===== config.mk =====
export PLATFORM = sky130hd
export DESIGN_NAME = parity_frame_tx_flat
export DESIGN_NICKNAME = d
export VERILOG_FILES = /design/src/rtl/parity_pkg.sv /design/src/rtl/parity_frame_tx_if.sv /design/src/rtl/parity_calc.sv /design/src/rtl/parity_frame_tx.sv /design/src/flat_wrapper.sv
export SDC_FILE = /design/constraint.sdc
export NUM_CORES = 1
export LEC_CHECK = 0
export ABC_CLOCK_PERIOD_IN_PS = 3000
export CELL_PAD_IN_SITES_DETAIL_PLACEMENT = 0
export CELL_PAD_IN_SITES_GLOBAL_PLACEMENT = 1
export CORE_UTILIZATION = 53
export CTS_BUF_LIST = sky130_fd_sc_hd__clkbuf_8
export DETAILED_ROUTE_END_ITERATION = 16
export DONT_BUFFER_PORTS = 1
export GPL_TIMING_DRIVEN = 0
export HOLD_SLACK_MARGIN = 0.08
export PLACE_DENSITY_LB_ADDON = 0.1
export SETUP_SLACK_MARGIN = 0.02
export SYNTH_ARGS = -nofsm -noshare
export SYNTH_HDL_FRONTEND = slang
export SYNTH_SLANG_ARGS = --single-unit
export TNS_END_PERCENT = 5

===== constraint.sdc =====
create_clock -name clk -period 3 [get_ports clk]
set_input_delay 0.6 -clock clk [delete_from_list [all_inputs] [get_ports clk]]
set_output_delay 0.6 -clock clk [all_outputs]
set_load 0.005 [all_outputs]

===== src/rtl/parity_pkg.sv =====
// Shared encodings and lane-selection helper for the parity framed serial transmitter.
package parity_pkg;

  localparam logic [2:0] S_IDLE   = 3'd0;
  localparam logic [2:0] S_START  = 3'd1;
  localparam logic [2:0] S_DATA   = 3'd2;
  localparam logic [2:0] S_PARITY = 3'd3;
  localparam logic [2:0] S_STOP   = 3'd4;

  localparam logic MODE_8 = 1'b0;
  localparam logic MODE_4 = 1'b1;

  typedef enum logic [2:0] {
    ST_IDLE   = S_IDLE,
    ST_START  = S_START,
    ST_DATA   = S_DATA,
    ST_PARITY = S_PARITY,
    ST_STOP   = S_STOP
  } state_e;

  // 4-bit frames carry the even lanes, packed low with d0 first on the line.
  function automatic logic [7:0] select_lanes(input logic [7:0] d, input logic mode);
    if (mode == MODE_4) return {4'b0000, d[6], d[4], d[2], d[0]};
    return d;
  endfunction

endpackage


===== src/rtl/parity_frame_tx_if.sv =====
// Producer-side handshake plus serial/status outputs of the framed transmitter.
interface parity_frame_tx_if;
  logic       in_valid;
  logic       in_ready;
  logic [7:0] in_data;
  logic       in_mode;
  logic       tx;
  logic       busy;
  logic       done;
  logic       par_bit;

  modport master (
    output in_valid, in_data, in_mode,
    input  in_ready, tx, busy, done, par_bit
  );

  modport slave (
    input  in_valid, in_data, in_mode,
    output in_ready, tx, busy, done, par_bit
  );
endinterface


===== src/rtl/parity_calc.sv =====
// Combinational XOR reduction producing an even or odd parity bit.
module parity_calc #(
  parameter int N   = 8,
  parameter int ODD = 0
) (
  input  logic [N-1:0] d,
  output logic         p
);
  assign p = (^d) ^ (ODD != 0);
endmodule


===== src/rtl/parity_frame_tx.sv =====
// Framed serial transmitter: start, LSB-first data, parity, stop, each CLKS_PER_BIT cycles.
module parity_frame_tx
  import parity_pkg::*;
#(
  parameter int CLKS_PER_BIT = 4,
  parameter int ODD_PARITY   = 0
) (
  input  logic               clk,
  input  logic               rst,
  parity_frame_tx_if.slave   bus
);

  localparam int BW = $clog2(CLKS_PER_BIT) + 1;
  localparam logic [BW-1:0] BAUD_LAST = BW'(CLKS_PER_BIT - 1);

  state_e          state_q, state_d;
  logic [BW-1:0]   baud_q, baud_d;
  logic [2:0]      bit_q, bit_d;
  logic [2:0]      last_q, last_d;
  logic [7:0]      shift_q, shift_d;
  logic            tx_q, tx_d;
  logic            done_q, done_d;
  logic            par_q, par_d;
  logic [7:0]      sel;
  logic            par_new;
  logic            boundary;
  logic            accept;

  assign sel      = select_lanes(bus.in_data, bus.in_mode);
  assign accept   = bus.in_valid && (state_q == ST_IDLE);
  assign boundary = (baud_q == BAUD_LAST);

  // Zero padding of the 4-bit lanes leaves the reduction unchanged.
  parity_calc #(.N(8), .ODD(ODD_PARITY)) u_parity_calc (
    .d(sel),
    .p(par_new)
  );

  always_comb begin
    state_d = state_q;
    baud_d  = '0;
    bit_d   = bit_q;
    last_d  = last_q;
    shift_d = shift_q;
    par_d   = par_q;
    done_d  = 1'b0;

    if (state_q != ST_IDLE) baud_d = boundary ? '0 : baud_q + 1'b1;

    case (state_q)
      ST_IDLE: begin
        if (accept) begin
          state_d = ST_START;
          shift_d = sel;
          last_d  = (bus.in_mode == MODE_4) ? 3'd3 : 3'd7;
          par_d   = par_new;
        end
      end
      ST_START: begin
        if (boundary) begin
          state_d = ST_DATA;
          bit_d   = 3'd0;
        end
      end
      ST_DATA: begin
        if (boundary) begin
          shift_d = shift_q >> 1;
          if (bit_q == last_q) state_d = ST_PARITY;
          else                 bit_d   = bit_q + 3'd1;
        end
      end
      ST_PARITY: begin
        if (boundary) state_d = ST_STOP;
      end
      ST_STOP: begin
        if (boundary) begin
          state_d = ST_IDLE;
          done_d  = 1'b1;
        end
      end
      default: state_d = ST_IDLE;
    endcase

    // Line level follows the state being entered, so tx only moves on bit boundaries.
    case (state_d)
      ST_START:  tx_d = 1'b0;
      ST_DATA:   tx_d = shift_d[0];
      ST_PARITY: tx_d = par_d;
      default:   tx_d = 1'b1;
    endcase
  end

  always_ff @(posedge clk) begin
    shift_q <= shift_d;
    last_q  <= last_d;
    if (rst) begin
      state_q <= ST_IDLE;
      baud_q  <= '0;
      bit_q   <= 3'd0;
      tx_q    <= 1'b1;
      done_q  <= 1'b0;
      par_q   <= 1'b0;
    end else begin
      state_q <= state_d;
      baud_q  <= baud_d;
      bit_q   <= bit_d;
      tx_q    <= tx_d;
      done_q  <= done_d;
      par_q   <= par_d;
    end
  end

  assign bus.in_ready = (state_q == ST_IDLE);
  assign bus.busy     = (state_q != ST_IDLE);
  assign bus.tx       = tx_q;
  assign bus.done     = done_q;
  assign bus.par_bit  = par_q;

endmodule


===== src/flat_wrapper.sv =====
// flat-port wrapper written by rule: the top's interface ports become plain ports
module parity_frame_tx_flat import parity_pkg::*;
#(
  parameter int CLKS_PER_BIT = 4,
  parameter int ODD_PARITY   = 0
)
  (clk, rst, bus_in_valid, bus_in_data, bus_in_mode, bus_in_ready, bus_tx, bus_busy, bus_done, bus_par_bit);
  parity_frame_tx_if bus_i ();
  input  logic clk;
  input  logic rst;
  input wire logic [$bits(bus_i.in_valid)-1:0] bus_in_valid;
  input wire logic [$bits(bus_i.in_data)-1:0] bus_in_data;
  input wire logic [$bits(bus_i.in_mode)-1:0] bus_in_mode;
  output wire logic [$bits(bus_i.in_ready)-1:0] bus_in_ready;
  output wire logic [$bits(bus_i.tx)-1:0] bus_tx;
  output wire logic [$bits(bus_i.busy)-1:0] bus_busy;
  output wire logic [$bits(bus_i.done)-1:0] bus_done;
  output wire logic [$bits(bus_i.par_bit)-1:0] bus_par_bit;
  assign bus_i.in_valid = bus_in_valid;
  assign bus_i.in_data = bus_in_data;
  assign bus_i.in_mode = bus_in_mode;
  assign bus_in_ready = bus_i.in_ready;
  assign bus_tx = bus_i.tx;
  assign bus_busy = bus_i.busy;
  assign bus_done = bus_i.done;
  assign bus_par_bit = bus_i.par_bit;
  parity_frame_tx #(.CLKS_PER_BIT(CLKS_PER_BIT), .ODD_PARITY(ODD_PARITY)) u_core (.clk(clk), .rst(rst), .bus(bus_i));
endmodule

==> metrics.md <==
| Metric | Value |
|---|---|
| Outcome | finished, final reports clean |
| Vias in the first global route | 658 |
| CTS Sinks | 21 |
| Synth Net Count | around 120 |
| Synth Area in XOR/XNOR | 7.334% |
| DRC Markers | 0 |
| CTS tree | built |
| Sequential share of the synthesized area | 46.57% |
| DRT Pass-1 Iters | 4 |
| Clk_lat worst skew | 0.25 ns |
| Design area | 1151 sq um |
| GRT overflow | 0 |
| Reg2reg setup slack | 1.18 ns |
| Post-synthesis cell count | 106 |
| Vias/cell | approximately 5.4 |
| Hold worst-path end | u_core.baud_q[0] |
| Starting density of the core | 59.04% |
| Compound-Gate Fraction of Synth Area | 12.69% |
| DP HPWL | 1338 um |
| Die width | 47.03 um |
| Die area | 2212 sq um |
| Initial DRC Count | 7 |
| Filler cells | around 160 |
| Worst Path Class, Setup | register to register |
| Metal2 WL | ~760 um |
| Site Rows | 15 |
| Pin count of the biggest net entering global routing | 12 |
| Critical-path maximum fanout | 6 |
| Peak Freq | between 500 and 600 MHz |
| Largest area contributor in the netlist | dfxtp_1 |
| Fin. max-slew vios | 0 |
| Crit share post-route | 60.60% |
| Initial antenna violation count | 0 |
| Syn. warnings | 0 |
| #FFs+latches synth | 21 |
| Hold slack | roughly 0.42 ns |
| Syn_area_per_cell | slightly above 10 sq um |
| Post-Syn Area | 1075 sq um |
| Clock Skew | 0.003240 ns |
| Worst path required time | 3.09 ns |
| Top cells by count, synth | dfxtp_1, nand2_1, nor2_1 |
| Final antenna-violating net count | 0 |
| Adder-cell share of the synthesized area | 4.657% |
| Clk root buf | clkbuf_8 |
| CP peak stage delay | 0.56 ns |
| Clock Path Buffers | 2 |
| Share of layout cells above drive strength 1 | 12.73% |
| Endpoints failing hold | 0 |
| Cells after DPL | 131 |
| GR Util All Layers | a little under a fifth |
| Diodes inserted | 0 |
| Dominant cell by count in the synthesized netlist | dfxtp_1 |
| Port-buffer cells | 0 |
| Minimum clock period | 1.818 ns |
| Simple-gate share of the synthesized area | 20.14% |
| Worst path top cell family by delay | simple AND/OR/NAND/NOR gates |
| Layout Cells excl Fill | 135 |
| Multi-input logic area | 521.8 sq um |
| Post-Route WL | 1750 um |
| Sequential cell area | between 500 and 600 sq um |
| Setup tns final | 0 ns |
| Die height | 47.03 um |
| Global-route wire length before repair | 2787 um |
| WL met3 | 80 um |
| Per-cell routed wire length | 12.96 um |
| Min-delay worst type | register to register |
| Critical Path End Type | register |
| Post-CTS setup buffers | 0 |
| Layout area overhead | 7.101% |
| Mux cell area share after synthesis | 3.725% |
| Hold Crit Start | u_core.baud_q[0] |
| DR vias | approximately 730 |
| Resize count post-CTS | 0 |
| H-tree levels | 1 |
| Sequence of cells on the critical path | ha_1 > ha_1 > nand2_1 > nor3_1 > nand2_1 > o21ai_0 |
| CP arrival | 1.91 ns |
| Synth unique cells | 36 |
| Post-Route M1 WL | 898 um |
| # IOs | 17 |
| Finish-stage setup viols | 0 |
| Core area | 1821 sq um |
| Hold depth | 1 |
| # nets final | 127 |
| Placed cell areas | 1106 sq um |
| Post-synth EDFFs | 8 |
| Main area contributors after synthesis | dfxtp_1, edfxtp_1, xnor2_1 |
| RSZ-0062 raised after global routing | no |
| Critical path's slowest cell | nor3_1 |
| TritonCTS buffer count | 3 |
| Levels on crit path | 6 |
| Highest routed layer | met4 |
| CP bufs+invs | 0 |
| Largest family of logic cells by synthesized area | simple AND/OR/NAND/NOR gates |
| Async SR Flop Fraction | 0% |
| Clock slew at reported path FFs | ~0.070 ns |
| Reg2Reg Depth | 6 |
| Crit path launch type | register |
| Worst Tran Pin Value | 0.7138 ns |
| MaxCap Viol Count | 0 |
| Leak | about 0.46 nW |
| GPL Wtd Cong | 0.7844 |
| Top_reg_cell synth | dfxtp_1 |
| Post-CTS Hold Buffers | 0 |
| Max_slew headroom | a little over half |
| PD cells | 483.8 nW/um^2 |
| Post-synth top area share | 24.21% |
| FF-to-FF End | u_core.shift_q[1] |
| Reg2reg start | u_core.baud_q[0] |
| Maximum vdd drop | 0.0004896 V |
sequential cells by signal, summed over array words and instances, names as in the netlist:
register            count
u_core.bus.tx           1
u_core.bus.par_bit      1
u_core.baud_q           3
u_core.bit_q            3
u_core.last_q           1
u_core.bus.done         1
u_core.state_q          3
u_core.shift_q          8
metal layers:
metal  vias up  GRT usage (%)
met1       334          26.63
met3         2          7.692
met5         -              0
li1        382              -
met2        11          25.28
met4         0          5.143
metrics by stage:
stage	setup slack [ns]	power, W	utilization, %
3_3_place_gp	1.204	0.0003890	60.76
5_1_grt	1.007	0.0005856	63.23
2_1_floorplan	1.477	0.0003792	-
6_report	1.182	0.0005569	63.23
4_1_cts	1.207	0.0005648	63.23
3_5_place_dp	1.221	0.0003907	60.76
where the power goes:
part,leakage (nW),total [W],switching (W),internal (W)
Sequential,0.185,0.000321,0.00000875,0.000312
Clock,0.0269,0.000173,0.0000825,0.0000909
Combinational,0.246,0.0000625,0.0000342,0.0000283
Total,0.458,0.000557,0.000125,0.000431
layout make-up:
cell class,instances,share of cell area [%]
plain buffers,4,2.935
clock buffers,3,3.587
clock inverters,1,0.3261
inverters,5,1.630
multi-input cells,76,45.33
flip-flops and latches,21,43.48
well taps,25,2.717
kinds of logic after synthesis:
family,count (synthesis)
adder cells (fa/ha/maj),4
buffers and inverters,9
multiplexers,4
AO/OA/AOI/OAI,20
flip-flops,21
AND/OR/NAND/NOR,39
XOR/XNOR,9
how the worst max path moves through the flow:
stage / start / end / slack [ns]
final: u_core.baud_q[0] / u_core.shift_q[1] / 1.18
after global routing: u_core.baud_q[0] / u_core.shift_q[1] / 1.01
after detailed placement: u_core.baud_q[0] / u_core.shift_q[1] / 1.22
after CTS: u_core.baud_q[0] / u_core.shift_q[1] / 1.21
after floorplan: bus_in_mode / u_core.bus.par_bit / 1.48
after global placement: u_core.baud_q[0] / u_core.shift_q[1] / 1.20
worst reg2reg max path: stages (launching register included):
cell and delay, ns:
dfxtp_1 0.33, ha_1 0.17, ha_1 0.26, nand2_1 0.09, nor3_1 0.56, nand2_1 0.14
o21ai_0 0.11
placed cells by master, fill, tap and decap left out, types with 3 or more instances in the layout:
cell,count
a21oi_1,7
a22o_1,3
clkbuf_8,3
dfxtp_1,13
edfxtp_1,8
ha_1,4
inv_1,5
mux2i_1,4
nand2_1,10
nor2_1,10
o21ai_0,5
xnor2_1,6
xor2_1,3
Note: power is estimated with default switching activity, not from simulation.
